<file path="src/rtl/alu_pkg.sv">
// alu_pkg: shared op codes, FSM state type and op classification for seq_alu and iter_muldiv
package alu_pkg;
  localparam logic [3:0] OP_ADDU = 4'h0, OP_ADD = 4'h1, OP_AND = 4'h2, OP_OR = 4'h3;
  localparam logic [3:0] OP_NOT = 4'h4, OP_NOR = 4'h5, OP_XOR = 4'h6, OP_NEG = 4'h7;
  localparam logic [3:0] OP_SUBU = 4'h8, OP_SUB = 4'h9, OP_SLTU = 4'hA, OP_SLT = 4'hB;
  localparam logic [3:0] OP_MULU = 4'hC, OP_DIVU = 4'hD, OP_REMU = 4'hE, OP_ZERO = 4'hF;
  typedef enum logic [1:0] {IDLE, BUSY, DONE} state_t;
  function automatic logic is_iter(input logic [3:0] op);
    return op == OP_MULU || op == OP_DIVU || op == OP_REMU;
  endfunction
endpackage

</file>
<file path="src/rtl/iter_muldiv.sv">
// iter_muldiv: one-bit-per-cycle shift-add multiply / restoring divide; ports: clk, rst, start+op/a/b in, done+result/ovf/dz out (valid while done)
module iter_muldiv
  import alu_pkg::*;
#(
  parameter int WIDTH = 26,
  parameter int CNT_W = $clog2(WIDTH + 1)
) (
  input  logic             clk,
  input  logic             rst,
  input  logic             start,
  input  logic [3:0]       op,
  input  logic [WIDTH-1:0] a,
  input  logic [WIDTH-1:0] b,
  output logic             done,
  output logic [WIDTH-1:0] result,
  output logic             ovf,
  output logic             dz
);
  logic [3:0] op_q;
  logic [WIDTH-1:0] hi, lo, bq, m_hi, m_lo, d_hi, d_lo;
  logic [WIDTH:0] sum, sh;
  logic [CNT_W-1:0] cnt;
  logic mul, ge;
  assign mul = op_q == OP_MULU;
  assign sum = {1'b0, hi} + (lo[0] ? {1'b0, bq} : '0);
  assign m_hi = sum[WIDTH:1];
  assign m_lo = {sum[0], lo[WIDTH-1:1]};
  assign sh = {hi, lo[WIDTH-1]};
  assign ge = sh >= {1'b0, bq};
  assign d_hi = ge ? sh[WIDTH-1:0] - bq : sh[WIDTH-1:0];
  assign d_lo = {lo[WIDTH-2:0], ge};
  assign done = cnt == CNT_W'(1);
  assign result = mul ? m_lo : op_q == OP_DIVU ? d_lo : d_hi;
  assign ovf = mul && |m_hi;
  assign dz = !mul && bq == '0;
  always_ff @(posedge clk or posedge rst) begin
    if (rst) begin
      op_q <= '0;
      hi <= '0;
      lo <= '0;
      bq <= '0;
      cnt <= '0;
    end else if (start) begin
      op_q <= op;
      hi <= '0;
      lo <= a;
      bq <= b;
      cnt <= CNT_W'(WIDTH);
    end else if (cnt != '0) begin
      hi <= mul ? m_hi : d_hi;
      lo <= mul ? m_lo : d_lo;
      cnt <= cnt - CNT_W'(1);
    end
  end
endmodule

</file>
<file path="src/rtl/seq_alu.sv">
// seq_alu: handshaked ALU with registered result; ports: clk, rst, in_valid/in_ready + ctrl/rs/rt in, out_valid/out_ready + rd/overflow/div_zero out
module seq_alu
  import alu_pkg::*;
#(
  parameter int WIDTH = 26,
  parameter int CNT_W = $clog2(WIDTH + 1)
) (
  input  logic             clk,
  input  logic             rst,
  input  logic             in_valid,
  output logic             in_ready,
  input  logic [3:0]       ctrl,
  input  logic [WIDTH-1:0] rs,
  input  logic [WIDTH-1:0] rt,
  output logic             out_valid,
  input  logic             out_ready,
  output logic [WIDTH-1:0] rd,
  output logic             overflow,
  output logic             div_zero
);
  state_t state, nxt;
  logic accept, iter, md_done, md_ovf, md_dz, alu_ovf;
  logic [WIDTH-1:0] md_res, alu_res, add, sub;
  assign in_ready = state == IDLE;
  assign out_valid = state == DONE;
  assign accept = in_valid && in_ready;
  assign iter = is_iter(ctrl);
  assign add = rs + rt;
  assign sub = rs - rt;
  iter_muldiv #(.WIDTH(WIDTH), .CNT_W(CNT_W)) u_md (
    .clk(clk), .rst(rst), .start(accept && iter), .op(ctrl), .a(rs), .b(rt),
    .done(md_done), .result(md_res), .ovf(md_ovf), .dz(md_dz)
  );
  always_comb begin
    nxt = state;
    if (state == IDLE && accept) nxt = iter ? BUSY : DONE;
    else if (state == BUSY && md_done) nxt = DONE;
    else if (state == DONE && out_ready) nxt = IDLE;
  end
  always_comb begin
    alu_res = '0;
    alu_ovf = 1'b0;
    case (ctrl)
      OP_ADDU: alu_res = add;
      OP_ADD: begin
        alu_res = add;
        alu_ovf = rs[WIDTH-1] == rt[WIDTH-1] && add[WIDTH-1] != rs[WIDTH-1];
      end
      OP_AND: alu_res = rs & rt;
      OP_OR: alu_res = rs | rt;
      OP_NOT: alu_res = ~rs;
      OP_NOR: alu_res = ~(rs | rt);
      OP_XOR: alu_res = rs ^ rt;
      OP_NEG: alu_res = -rs;
      OP_SUBU: alu_res = sub;
      OP_SUB: begin
        alu_res = sub;
        alu_ovf = rs[WIDTH-1] != rt[WIDTH-1] && sub[WIDTH-1] != rs[WIDTH-1];
      end
      OP_SLTU: alu_res = {{(WIDTH-1){1'b0}}, rs < rt};
      OP_SLT: alu_res = {{(WIDTH-1){1'b0}}, $signed(rs) < $signed(rt)};
      default: alu_res = '0;
    endcase
  end
  always_ff @(posedge clk or posedge rst) begin
    if (rst) state <= IDLE;
    else state <= nxt;
  end
  always_ff @(posedge clk or posedge rst) begin
    if (rst) begin
      rd <= '0;
      overflow <= 1'b0;
      div_zero <= 1'b0;
    end else if (accept && !iter) begin
      rd <= alu_res;
      overflow <= alu_ovf;
      div_zero <= 1'b0;
    end else if (state == BUSY && md_done) begin
      rd <= md_res;
      overflow <= md_ovf;
      div_zero <= md_dz;
    end
  end
endmodule

</file>
<file path="config.mk">
export PLATFORM = sky130hd
export DESIGN_NAME = seq_alu
export DESIGN_NICKNAME = d
export VERILOG_FILES = /design/src/rtl/alu_pkg.sv /design/src/rtl/iter_muldiv.sv /design/src/rtl/seq_alu.sv
export SDC_FILE = /design/constraint.sdc
export NUM_CORES = 1
export LEC_CHECK = 0
export CORE_AREA = 2 2 201 203
export CTS_BUF_LIST = sky130_fd_sc_hd__clkbuf_4
export DETAILED_ROUTE_END_ITERATION = 7
export DIE_AREA = 0 0 203 205
export GPL_ROUTABILITY_DRIVEN = 0
export GPL_TIMING_DRIVEN = 0
export MAX_ROUTING_LAYER = met4
export SLEW_MARGIN = 20
export SYNTH_ARGS = -nofsm -noshare
export SYNTH_HDL_FRONTEND = slang
export SYNTH_SLANG_ARGS = --single-unit
</file>
<file path="constraint.sdc">
create_clock -name clk -period 5.43 [get_ports clk]
set_clock_uncertainty 0.2 [all_clocks]
set_input_delay 0.8145 -clock clk [delete_from_list [all_inputs] [get_ports clk]]
set_output_delay 0.8145 -clock clk [all_outputs]
set_load 0.05 [all_outputs]
</file>
### Yosys cells after proc, flatten, opt, wreduce, memory -nomap -nowiden

Index checks and enable logic that the tools add are counted.

* word-level logic and storage cells: 94
* output and inout bits: 30
* bits in registers: 117

* order comparisons: 3
* $add $sub $neg: 6
* reduce and logical (&&, ||, !) cells: 24
* mux-type cells: 24
* bitwise gates (word level): 5
* equality and inequality tests: 23

Operators with widths (count)
* 2-to-1 mux 26 bit: 12
* case mux 26 bit (10 select lines): 1
* < comparator 26 bit: 2
* NOT 26 bit: 2
* subtractor 26 bit: 2
* == test 4 bit (second input constant): 9
* adder 26 x 27 -> 27 bit: 1
* greater-or-equal comparator 27 x 26 -> 1 bit: 1
* adder 26 bit: 1
* AND 26 bit: 1
* zero test 26 bit: 1
* negator 26 bit: 1
* OR 26 bit: 1
* OR reduction 26 bit: 1
* XOR 26 bit: 1
* == test 4 x 3 -> 1 bit (second input constant): 4
* logical AND 1 bit: 10
* 2-to-1 mux 5 bit: 2
* == test 4 x 2 -> 1 bit (second input constant): 2
* 2-to-1 mux 2 bit: 4
* == test 5 x 1 -> 1 bit (second input constant): 1
* nonzero test 5 bit: 1
* subtractor 5 x 1 -> 5 bit (second input constant): 1
* == test 4 x 1 -> 1 bit (second input constant): 1
* other kinds (13): 22

### Logic depth before layout (Yosys ltp)

Gate-level depths: netlist (run 1).

* depth after elaboration: 6
* gate-level depth with buffers: 15
* gate-level depth less buffers: 15

### Hierarchy

Synthesis (run 1) repeated with hierarchy kept, for this count alone.

* cells, all modules: 1947
* area total of the unflattened synthesis: 14376.3 µm²

Modules (own cells, without submodules)
* iter_muldiv: times used 1, cells an instance 1017, seq. area each 2177.1 µm², area each 7958.9 µm²
* seq_alu: times used 1, cells an instance 930, seq. area each 750.7 µm², area each 6417.4 µm²

### Worst setup path before layout (run 1)

OpenSTA, ideal clock, no wires.

* path type: input to register
* start point: input rs[0]
* end point: register rd[24]
* cell stages on the path: 14
* data arrival time: 3.599 ns
* slack: 1.505 ns
* data required time: 5.104 ns
* setup time: 0.126 ns
* cell sequence: inv_1 > ha_1 > fa_1 > o21bai_1 > a21oi_1 > o21a_1 > o41a_1 > o41ai_1 > o22ai_1 > o21ai_1 > a31oi_1 > nor3_1 > a31oi_1 > a221o_1

* word-level cells in the longest chain between the ends: 3
* elaborated cells on any way between the ends: 5
* those cells by class: 3 x add/sub; 2 x mux

RTL lines
* from (decl): line seq_alu.sv:13 `input logic [WIDTH-1:0] rs,`
* subtractor 26 bit, or another cell as far along: line seq_alu.sv:29 `assign sub = rs - rt;`
* case mux 26 bit (10 select lines) *: line seq_alu.sv:43 `case (ctrl)`
* 2-to-1 mux 26 bit *: line seq_alu.sv:74 `end else if (accept && !iter) begin`
* to (signal assigned): line seq_alu.sv:75 `rd <= alu_res;`
* to (signal assigned): line seq_alu.sv:79 `rd <= md_res;`
* to (decl): line seq_alu.sv:17 `output logic [WIDTH-1:0] rd,`

Mark *: on every way between the ends. The rest lies on a longest branch, timed or not.
A chain may end at the register's enable or synchronous reset.

### Final worst setup path (run 1)

* start point: input rs[0]
* end point: register rd[20]

Same word-level chain as after synthesis.

==> impl.org, run 1 <==
** Synth
- After synthesis, the netlist uses 77 different library cells.
- Flip-flop and latch count after synthesis :: 117
- Sequential-to-total area share from yosys stat :: 0.2154
- Counting flops with a built-in enable in the synthesized netlist gives 0.
- Syn nets :: 2038
- For this run, the number of Yosys warnings is 0.
- Summing every instance area after synthesis gives 13590 um2.
- In the synthesized netlist the dominant register cell turns out to be sky130_fd_sc_hd__dfrtp_1.
- The average instance in the mapped netlist occupies 7.394 um2.
- Of all flip-flops after synthesis, the portion carrying an async set or reset was 1.000.
- Instance count of the mapped netlist :: 1838

** Worst setup path
- STA classifies the critical path startpoint as an input pin.
- Max Fanout on Critical Path :: 5
- Data on the critical path arrives at its endpoint at 5.45 ns.
- Critical path type :: input pin to flop
- For the worst setup path, the data required time is 5.71 ns.
- Kind of end point of the critical path :: flop

** Routing
- Remaining DRCs :: 1
- Wire length after detailed routing :: 55.51 mm
- Via-to-Cell Ratio :: 5.976
- Via count :: 14851
- DRC marker count from the first detailed-route iteration :: 1856
- Pre-antenna DRT Iters :: 8
- In this run the remaining antenna-violating nets after routing total 0.
- Average wire per cell in the routed design :: 22.34 um

** Timing
- Final worst hold slack :: 0.2786 ns
- Final TNS setup :: 0 ns
- Crit share post-route :: 0.9522
- Based on the critical path, the design can be clocked at up to 193.4 MHz.
- At the pin with the least slew margin, the transition time is 1.072 ns.
- The count of endpoints failing hold in the final timing report came to 0.
- Unrepaired setup endpoints after global routing :: no
- Final setup violating endpoints :: 0
- Final slew viol count :: 0
- Post-route minimum period :: 5.170 ns
- Measured against its own limit, the worst slew margin works out to 0.2788.

** Power
- Pwr Density :: 663.3 nW/um2
- Switch Pwr :: 0.005672 W
- Cell internal power dissipation :: 0.004583 W
- Largest vdd supply drop :: 0.2816 mV
- The analysis attributes to cell leakage a power of 6.484 nW.
- The share of total power dissipated in the clock network is 0.067.
- Of the total power, combinational logic draws 0.751.
- Summing internal, switching and leakage power gives 0.01025 W.
- Switching share of total power :: 0.5531
- Of the total power, registers draw 0.181.

** Clock tree
- Num CTS Buffers :: 17
- The number of hold buffers added after CTS was 0.
- The H-tree was split into 4 levels.
- The clock drives 117 sinks.
- The longest clock path from root to sink contains 2 buffers.
- Buffers added to address setup during post-CTS repair amount to 0.
- Cell at the root of the clock tree :: sky130_fd_sc_hd__clkbuf_4
- Clock Pin Slew Worst Setup and Hold Paths :: 0.12 ns
- Post_cts resized :: 0
- Latest clock arrival within the worst-skew pair :: 0.56 ns
- TritonCTS built the clock tree.

** Finish
- Across the whole layout, storage elements account for 2928 um2.
- Relative area change from synthesis to final layout :: 13.76%
- Footprint of the multi-input gates :: 9823 um2
- Proportion of layout cells with a drive suffix above 1 :: 0.02910
- Counting the fill cells in the layout gives 4032.
- In the final design database the tool counted 2146 nets.
- Final instance count without filler cells :: 2485
- Final standard cell utilization of the core :: 0.3927

** Floorplanning
- Row Count :: 73
- Core Area :: 39370 um2
- Starting density of the core :: 0.3452
- Floorplan die area :: 41620 um2
- Die span in x :: 203 um
- For this design the top-level I/O count stands at 90.
- The die is 205 um tall.

** Status
- The flow ran to the end, but the final reports show violations.
- Violations in the final reports :: design-rule violations

** Place
- Final HPWL from detailed placement :: 44.57 mm
- Quantity of I/O buffers inserted on ports :: 88
- Counting tap cells, the placed design contains a total of 2452 instances.

** Global routing
- The via count of the first global-routing pass was 14109.
- Pin count of the biggest net entering global routing :: 66
- The number of antenna violations at the first check in global routing is 1.
- After global routing the overflow that remains totals 0.
- The first global-routing pass estimated 83.77 mm of wire.
- Total Routing Usage GR :: 0.2689

** Min path
- Hold/Removal Path Class :: flop to flop

** Job
- Max-cap violations :: 0
-- layer usage --
metal	up-vias	global-route usage	routed length, um
li1	6885	-	-
met1	7084	0.3361	23210
met2	735	0.4423	25810
met3	147	0.03245	4178
met4	0	0.1084	2314
met5	-	-	0
-- layout make-up --
| cell class | count | share of cell area |
|---|---|---|
| tap | 525 | 0.04249 |
| timing repair buffer | 89 | 0.05876 |
| clock buffer | 18 | 0.008741 |
| buffer | 112 | 0.02744 |
| clock inverter | 14 | 0.009874 |
| multi-input combinational | 1496 | 0.6354 |
| inverter | 113 | 0.02776 |
| antenna | 1 | 0.0001619 |
| sequential | 117 | 0.1894 |
-- power by group through the flow --
stage	clock (W)	sequential, W	combinational [W]
CTS	0.000685	0.00184	0.00754
finish	0.000689	0.00186	0.00770
detailed placement	0	0.00186	0.00749
global placement	0	0.00185	0.00741
floorplan	0	0.00193	0.00527
global route	0.000728	0.00190	0.00839
-- final timing paths --
path                              start      endpoint  slack (ns)  cells past startpoint
max in group asynchronous           rst   u_md.hi[17]        3.76                      3
hold / removal             u_md.op_q[3]  u_md.op_q[3]        0.28                      1
min in group asynchronous           rst    u_md.hi[1]        0.52                      2
hold reg to reg            u_md.op_q[3]  u_md.op_q[3]        0.28                      1
setup reg to reg             u_md.lo[0]      overflow        0.45                     15
setup / recovery                  rs[0]        rd[20]        0.26                     14
-- stage by stage --
step | setup slack (ns) | instance area [um2]
2_1_floorplan | 1.315 | 13590
3_3_place_gp | -0.6624 | 15130
3_5_place_dp | -0.2463 | 15160
4_1_cts | 0.3187 | 15450
5_1_grt | 0.1829 | 15460
6_report | 0.2598 | 15460
-- flip-flops by register name, summed over array words and instances (netlist names) --
register and cells:
u_md.op_q 4, div_zero 1, u_md.cnt 5, state 2
u_md.hi 26, u_md.bq 26, u_md.lo 26, overflow 1
rd 26
-- synthesized netlist by cell type, types with 17 or more instances --
library cell               number  area [um2]
sky130_fd_sc_hd__nand2_1      219       822.0
sky130_fd_sc_hd__a21oi_1      150       750.7
sky130_fd_sc_hd__nor2_1       150       563.0
sky130_fd_sc_hd__o21ai_0      137       685.7
sky130_fd_sc_hd__ha_1         136        1702
sky130_fd_sc_hd__dfrtp_1      117        2928
sky130_fd_sc_hd__inv_1        112       420.4
sky130_fd_sc_hd__clkbuf_1     101       379.1
sky130_fd_sc_hd__o211ai_1      62       465.5
sky130_fd_sc_hd__xnor2_1       62       543.0
sky130_fd_sc_hd__nand3_1       51       255.2
sky130_fd_sc_hd__and2_1        40       250.2
sky130_fd_sc_hd__nor3_1        39       195.2
sky130_fd_sc_hd__mux2i_1       37       370.4
sky130_fd_sc_hd__a21o_1        36       270.3
sky130_fd_sc_hd__a211oi_1      34       255.2
sky130_fd_sc_hd__a221oi_1      33       289.0
sky130_fd_sc_hd__nor4_1        25       156.4
sky130_fd_sc_hd__xor2_1        24       210.2
sky130_fd_sc_hd__nor2b_1       22       137.6
sky130_fd_sc_hd__a31oi_1       21       131.4
sky130_fd_sc_hd__o21bai_1      17       127.6
-- cell usage in the layout, fill, tap and decap left out, types with 18 or more instances in the layout --
master	synthesis	final
sky130_fd_sc_hd__o21ai_0	137	137
sky130_fd_sc_hd__a221oi_1	33	33
sky130_fd_sc_hd__xor2_1	24	24
sky130_fd_sc_hd__clkbuf_4	0	18
sky130_fd_sc_hd__clkdlybuf4s50_1	0	88
sky130_fd_sc_hd__a211oi_1	34	34
sky130_fd_sc_hd__and2_1	40	40
sky130_fd_sc_hd__o211ai_1	62	62
sky130_fd_sc_hd__ha_1	136	136
sky130_fd_sc_hd__xnor2_1	62	62
sky130_fd_sc_hd__nor2_1	150	150
sky130_fd_sc_hd__a31oi_1	21	21
sky130_fd_sc_hd__clkbuf_1	101	101
sky130_fd_sc_hd__nand3_1	51	51
sky130_fd_sc_hd__inv_1	112	111
sky130_fd_sc_hd__nand2_1	219	219
sky130_fd_sc_hd__a21oi_1	150	149
sky130_fd_sc_hd__dfrtp_1	117	117
sky130_fd_sc_hd__nor4_1	25	24
sky130_fd_sc_hd__nor2b_1	22	22
sky130_fd_sc_hd__nor3_1	39	39
sky130_fd_sc_hd__mux2i_1	37	37
sky130_fd_sc_hd__a21o_1	36	36
-- critical path: stages --
cell and delay, ns:
sky130_fd_sc_hd__clkdlybuf4s50_1 0.68, sky130_fd_sc_hd__inv_1 0.21, sky130_fd_sc_hd__ha_1 0.28, sky130_fd_sc_hd__fa_1 0.42, sky130_fd_sc_hd__o21bai_1 0.18, sky130_fd_sc_hd__a21oi_1 0.14
sky130_fd_sc_hd__o21a_1 0.23, sky130_fd_sc_hd__o41a_1 0.46, sky130_fd_sc_hd__o41ai_1 0.56, sky130_fd_sc_hd__o21ai_0 0.26, sky130_fd_sc_hd__o311ai_0 0.47, sky130_fd_sc_hd__nand3_1 0.13
sky130_fd_sc_hd__a41oi_1 0.42, sky130_fd_sc_hd__a221o_1 0.18
-- cell families (layout without fill, tap and decap cells) --
group,after synthesis,count (layout),synth area share
multiplexers,41,41,0.03057
adder cells (fa/ha/maj),140,140,0.1311
flip-flops,117,117,0.2154
AO/OA/AOI/OAI,615,615,0.2956
AND/OR/NAND/NOR,614,614,0.2094
XOR/XNOR,86,86,0.05543
other,0,1,0
buffers and inverters,225,346,0.06242
Note: power is estimated with default switching activity, not from simulation.
==> run 2: changes to the inputs <==
Settings changed: MAX_ROUTING_LAYER met4 to not set.
==> run 2 against run 1 <==
Against the previous run: the flow still finishes with violations (design-rule violations); global-route usage down 0.75 points; critical endpoint unchanged; total power is essentially flat; register-to-register slack better by 0.06 ns; sequential power is essentially flat; final cell count unchanged; combinational power about the same; critical path type unchanged.
==> impl.org, run 2 (synthesized netlist as in run 1, its figures left out) <==
** Power
- The switching part of the total power came to 0.5531 (about the same).
- Power share of the clock group :: 0.067 (about the same)
- Relative contribution of combinational cells to total power :: 0.752 (was 0.751)
- The power per cell area was 663.2 nW/um2 (was 663.3 nW/um2).
- Switch Pwr :: 0.005671 W (was 0.005672 W)
- Leakage power of the design :: 6.484 nW (unchanged)
- The worst vdd rail ir drop is 0.2813 mV (was 0.2816 mV).
- Cell internal power dissipation :: 0.004582 W (was 0.004583 W)
- Register share of total power :: 0.181 (about the same)

** Clock tree
- The level count of the clock H-tree is 4 (unchanged).
- Clock Pin Slew Worst Setup and Hold Paths :: 0.12 ns (about the same)
- The number of clock sinks was 117 (unchanged).
- Longest Clk Path Bufs :: 2 (unchanged)
- Post_cts resized :: 0 (unchanged)
- Latest clock arrival within the worst-skew pair :: 0.56 ns (about the same)
- The total setup buffers inserted after CTS was 0 (unchanged).
- The clock root buffer is sky130_fd_sc_hd__clkbuf_4 (unchanged).
- The post-cts hold buffer count was 0 (unchanged).
- The TritonCTS clock tree is built (unchanged).
- The TritonCTS buffer count came to 17 (unchanged).

** Timing
- Unrepaired setup endpoints after global routing: no (unchanged).
- The final worst-path cycle share came to 0.9545 (was 0.9522).
- The post-layout worst setup margin is 0.2469 ns (was 0.2598 ns).
- The slew at the pin with the worst max-slew slack came to 1.107 ns (was 1.072 ns).
- Final count of hold timing violations :: 0 (unchanged)
- The headroom to the max-slew limit came to 0.2555 (was 0.2788).
- Final slew viol count :: 0 (unchanged)
- The final setup TNS is 0 ns (unchanged).
- The timing-limited maximum frequency came to 192.9 MHz (was 193.4 MHz).
- The count of endpoints failing setup in the final report is 0 (unchanged).
- The minimum period implied by the final worst setup slack is 5.183 ns (was 5.170 ns).
- The post-route worst hold slack came to 0.2771 ns (was 0.2786 ns).

** Place
- Placed Area :: 15160 um2 (unchanged)
- The worst slack at placement was -0.2463 ns (unchanged).
- The number of placed instances with taps included came to 2452 (unchanged).
- Quantity of I/O buffers inserted on ports :: 88 (unchanged)
- Final HPWL from detailed placement :: 44.57 mm (unchanged)

** Finish
- The total number of nets in the final design is 2146 (unchanged).
- The most frequent standard cell in the layout excluding fill and tap cells was sky130_fd_sc_hd__nand2_1 (unchanged).
- The filler cell count in the final layout came to 4032 (unchanged).
- The post-route cell area is 15460 um2 (unchanged).
- Relative area change from synthesis to final layout :: 13.76% (unchanged)
- Commonest cells after routing, fill and taps aside :: sky130_fd_sc_hd__nand2_1, sky130_fd_sc_hd__nor2_1, sky130_fd_sc_hd__a21oi_1 (unchanged)
- Final instance count without filler cells :: 2485 (unchanged)
- Proportion of layout cells with a drive suffix above 1 :: 0.02910 (unchanged)

** Routing
- The total routed wirelength came to 55.61 mm (was 55.51 mm).
- Post-route ant nets :: 0 (unchanged)
- Via count :: 14895 (was 14851)
- DRC marker count from the first detailed-route iteration :: 1718 (was 1856)
- Average wire per cell in the routed design :: 22.38 um (was 22.34 um)
- Pre-antenna DRT Iters :: 8 (unchanged)
- The via count normalized by instance count came to 5.994 (was 5.976).
- Remaining DRCs :: 5 (was 1)

** Min path
- Hold/Removal Path Class :: flop to flop (unchanged)
- The endpoint of the worst hold-timing path is u_md.op_q[3] (unchanged).
- The number of stages on the worst hold path is 1 (unchanged).
- Hold Startpoint :: u_md.op_q[3] (unchanged)

** Global routing
- Global-route wire length before repair :: 83.83 mm (was 83.77 mm)
- Initial antenna violation count :: 1 (unchanged)
- The global-route congestion overflow total is 0 (unchanged).
- The met2 demand-to-capacity share in global routing was 0.4417 (was 0.4423).
- The overall routing resource usage came to 0.2614 (was 0.2689).
- The via count of the first global-routing pass came to 14112 (was 14109).
- The pin count of the biggest net entering global routing is 66 (unchanged).
- The global routing usage on met3 is 0.03563 (was 0.03245).
- GR peak layer :: met2 (unchanged)
- Met1 usage in global routing :: 0.3356 (was 0.3361)

** Worst setup path
- Critical path type :: input pin to flop (unchanged)
- The cell count of the worst reg-to-reg path was 15 (unchanged).
- Max Fanout on Critical Path :: 5 (unchanged)
- The slack of the worst reg-to-reg path was 0.51 ns (was 0.45 ns).
- The element type at the critical path end is a flop (unchanged).
- Cell breakdown of the critical path :: clkdlybuf4s50_1 -> inv_1 -> ha_1 -> fa_1 -> o21bai_1 -> a21oi_1 -> o21a_1 -> o41a_1 -> o41ai_1 -> o21ai_0 -> o311ai_0 -> nand3_1 -> a41oi_1 -> a221o_1 (unchanged)
- The end of the worst register-to-register path is overflow (unchanged).
- The slowest cell on the critical path was sky130_fd_sc_hd__clkdlybuf4s50_1 (unchanged).
- The delay contributed by the slowest stage of the critical path came to 0.69 ns (was 0.68 ns).
- Signal arrival time at the worst endpoint :: 5.47 ns (was 5.45 ns)
- The critical register-to-register path startpoint is u_md.lo[0] (unchanged).
- Launching element type of the critical path :: input pin (unchanged)
- Required time of the worst setup path :: 5.72 ns (was 5.71 ns)

** Floorplanning
- Height of the chip :: 205 um (unchanged)
- The area enclosed by the die boundary came to 41620 um2 (unchanged).
- The width of the chip is 203 um (unchanged).
- The number of standard-cell rows in the floorplan is 73 (unchanged).
- Core Area :: 39370 um2 (unchanged)
- The effective utilization at floorplan came to 0.3452 (unchanged).
- The total I/O pin count came to 90 (unchanged).

** Status
- Violations in the final reports :: design-rule violations (unchanged)
- Status :: finished, violations left (unchanged)

** Job
- The reported max-cap violation count came to 0 (unchanged).
-- run 2: worst max-delay path by stage --
stage / start / cells after the start / endpoint
floorplan: rst / 1 / div_zero
global placement: rst / 2 / rd[21]
detailed placement: rs[0] / 14 / rd[20]
CTS: rs[0] / 14 / rd[20]
global route: rs[0] / 15 / rd[24]
finish: rs[0] / 14 / rd[20]
-- run 2: per-stage QoR --
| stage | util | total power [W] |
|---|---|---|
| 2_1_floorplan | - | 0.007208 |
| 3_3_place_gp | 0.3843 | 0.009260 |
| 3_5_place_dp | 0.3851 | 0.009347 |
| 4_1_cts | 0.3924 | 0.01007 |
| 5_1_grt | 0.3927 | 0.01102 |
| 6_report | 0.3927 | 0.01025 |
-- run 2: cell type report --
cell class | instances | area, um2 | share of cell area
antenna | 1 | 2.502 | 0.0001619
buffer | 112 | 424.2 | 0.02744
clock buffer | 18 | 135.1 | 0.008741
clock inverter | 14 | 152.6 | 0.009874
inverter | 113 | 429.2 | 0.02776
multi-input combinational | 1496 | 9823 | 0.6354
sequential | 117 | 2928 | 0.1894
tap | 525 | 656.9 | 0.04249
timing repair buffer | 89 | 908.4 | 0.05876
-- run 2: routing by layer --
metal,routed length [um],up-vias
met5,0,-
met2,25880,778
met4,2249,0
li1,-,6890
met1,23030,7086
met3,4453,141
-- run 2: power groups by stage --
stage | Combinational [W] | Clock (W) | Sequential, W
2_1_floorplan | 0.00527 | 0 | 0.00193
3_3_place_gp | 0.00741 | 0 | 0.00185
3_5_place_dp | 0.00749 | 0 | 0.00186
4_1_cts | 0.00754 | 0.000685 | 0.00184
5_1_grt | 0.00839 | 0.000729 | 0.00190
6_report | 0.00771 | 0.000687 | 0.00186
-- run 2: worst max-delay path, delay by kind of cell --
family | cells | cell delay [ns]
AO/OA/AOI/OAI | 9 | 2.92
adder cells (fa/ha/maj) | 2 | 0.70
AND/OR/NAND/NOR | 1 | 0.13
buffers and inverters | 2 | 0.90
==> RTL edit, RTL diff (settings of run 2) <==
`WIDTH` is set to 26 in 2 places; all go to 13.
--- a/src/rtl/iter_muldiv.sv
+++ b/src/rtl/iter_muldiv.sv
@@ -2,7 +2,7 @@
 module iter_muldiv
   import alu_pkg::*;
 #(
-  parameter int WIDTH = 26,
+  parameter int WIDTH = 13,
   parameter int CNT_W = $clog2(WIDTH + 1)
 ) (
   input  logic             clk,
--- a/src/rtl/seq_alu.sv
+++ b/src/rtl/seq_alu.sv
@@ -2,7 +2,7 @@
 module seq_alu
   import alu_pkg::*;
 #(
-  parameter int WIDTH = 26,
+  parameter int WIDTH = 13,
   parameter int CNT_W = $clog2(WIDTH + 1)
 ) (
   input  logic             clk,
Interface: changed (resized rd, rs and rt); port bits go from 90 to 51. No check against the original RTL was run, so the function may have changed too.
==> RTL edit against run 2 <==
- global-route usage is 13 points lower
- setup slack better by 1100 ps
- cell area is 43% lower
- sequential cell count is 53 lower
- wire length is 51% lower
- area after synthesis is 45% lower
- worst hold slack worse by 2.9 ps
- critical path type unchanged
- largest cell class unchanged
Power is left out: it rests on default switching activity, and per cell area and clock period it moved more than threefold.
==> RTL edit: results (changes against run 2) <==
| Metric | Value |
|---|---|
| Cells after synthesis | `958 (-48%)` |
| Grt met1 use | `17.4% (-16 points)` |
| WHS | `274 ps (-2.88 ps)` |
| Dpl ws | `1080 ps (+1320 ps)` |
| Worst-Skew Late Latency | `440 ps (-120 ps)` |
| Part of the Yosys area used for sequential elements | `21.5% (-0.054 points)` |
| Worst Path Arrival | `4170 ps (-1300 ps)` |
| Post-Synth Adder-Cell Area | `13.3% (+0.22 points)` |
| Fin crit share | `74.7% (-21 points)` |
| Crit-path leading delay family | `compound AO/OA/AOI/OAI gates` |
| CTS Buf Count | `9 (-8)` |
| Hold Path End | `u_md.op_q[2]` |
| Post-synthesis cell type count | `84 (+9.1%)` |
| FF-to-FF Start | `u_md.lo[0]` |
| Mux contribution to synthesized area | `3.79% (+0.74 points)` |
| Ys Warns | `0 (unchanged)` |
| First-pass GRT wire length | `41.8 mm (-50%)` |
| Worst hold path startpoint | `u_md.op_q[2]` |
| Vias per cell | `5.04 (-16%)` |
| Max Used Layer | `met4` |
| WL met2 | `12.9 mm (-50%)` |
| Critical path's largest stage delay | `810 ps (+120 ps)` |
| Worst setup path endpoint | `rd[0]` |
| Cells after DPL | `1532 (-38%)` |
| Hpwl dp | `21.7 mm (-51%)` |
| Number of global-route vias before repair | `7267 (-49%)` |
| Post-Synth XOR/XNOR Area | `2.94% (-2.6 points)` |
| FF-to-FF End | `overflow` |
| Synth top cells by count | `nand2_1 (95), ha_1 (73), o21ai_0 (69)` |
| Critical path origin | `rs[1]` |
| Slew headroom | `32.3% (+6.7 points)` |
| Port bufs | `48 (-45%)` |
| Top post-synthesis cells by area | `dfrtp_1 (21%), ha_1 (12%), nand2_1 (4.8%), o21ai_0 (4.6%), a21oi_1 (4.6%)` |
| DRT Wirelength | `27.2 mm (-51%)` |
| Largest net degree at the start of global routing | `38 (-42%)` |
| Met2 usage | `21.8% (-22 points)` |
| Worst R2R Setup Slack | `1560 ps (+1050 ps)` |
| DR iter-0 viols | `716 (-58%)` |
| GR Util All Layers | `12.9% (-13 points)` |
| Routed len/inst | `17.6 µm (-21%)` |
| H-tree levels | `3 (-1)` |
| Post-CTS Setup Repair Bufs | `0 (unchanged)` |
| Met1 WL | `11.9 mm (-48%)` |
| Pre-Repair DR Iteration Count | `5 (-3)` |
| Met3 Use GR | `1.70% (-1.9 points)` |
| Net Count, Synth | `1069 (-48%)` |
| Met3 WL | `2.03 mm (-55%)` |
| Compound-cell area share of the yosys netlist | `28.8% (-0.80 points)` |
| Critical Path Fanout Max | `10 (+5)` |
| Status | `completed` |
| Share of cells above drive strength 1 | `6.07% (+3.2 points)` |
RTL edit: cell types whose count changed in the layout (fill, tap and decap cells not counted), sizes merged, moves of 55 or more:
cell,change
nor2,-95
o21ai,-75
clkbuf,-69
a21oi,-83
inv,-55
nand2,-124
ha,-63
RTL edit: layout make-up:
class	instances	area (µm²)
antenna	1	2.50
timing repair buffer	49	500
fill	4357	30600
buffer	57	250
multi-input combinational	777	5380
tap	525	657
inverter	60	228
clock buffer	9	67.6
clock inverter	6	75.1
sequential	64	1600
RTL edit: per-stage QoR:
stage	utilization [%]	area (µm²)
after detailed placement	21.9	8610
after floorplan	-	7450
after CTS	22.2	8750
after global routing	22.2	8760
final	22.2	8760
after global placement	21.8	8590
RTL edit: worst register-to-register path: cells and delay by family (launching register included):
family	cells	cell delay [ps]
AO/OA/AOI/OAI	4	1080
flip-flops	1	500
AND/OR/NAND/NOR	4	970
buffers and inverters	2	410
adder cells (fa/ha/maj)	2	580
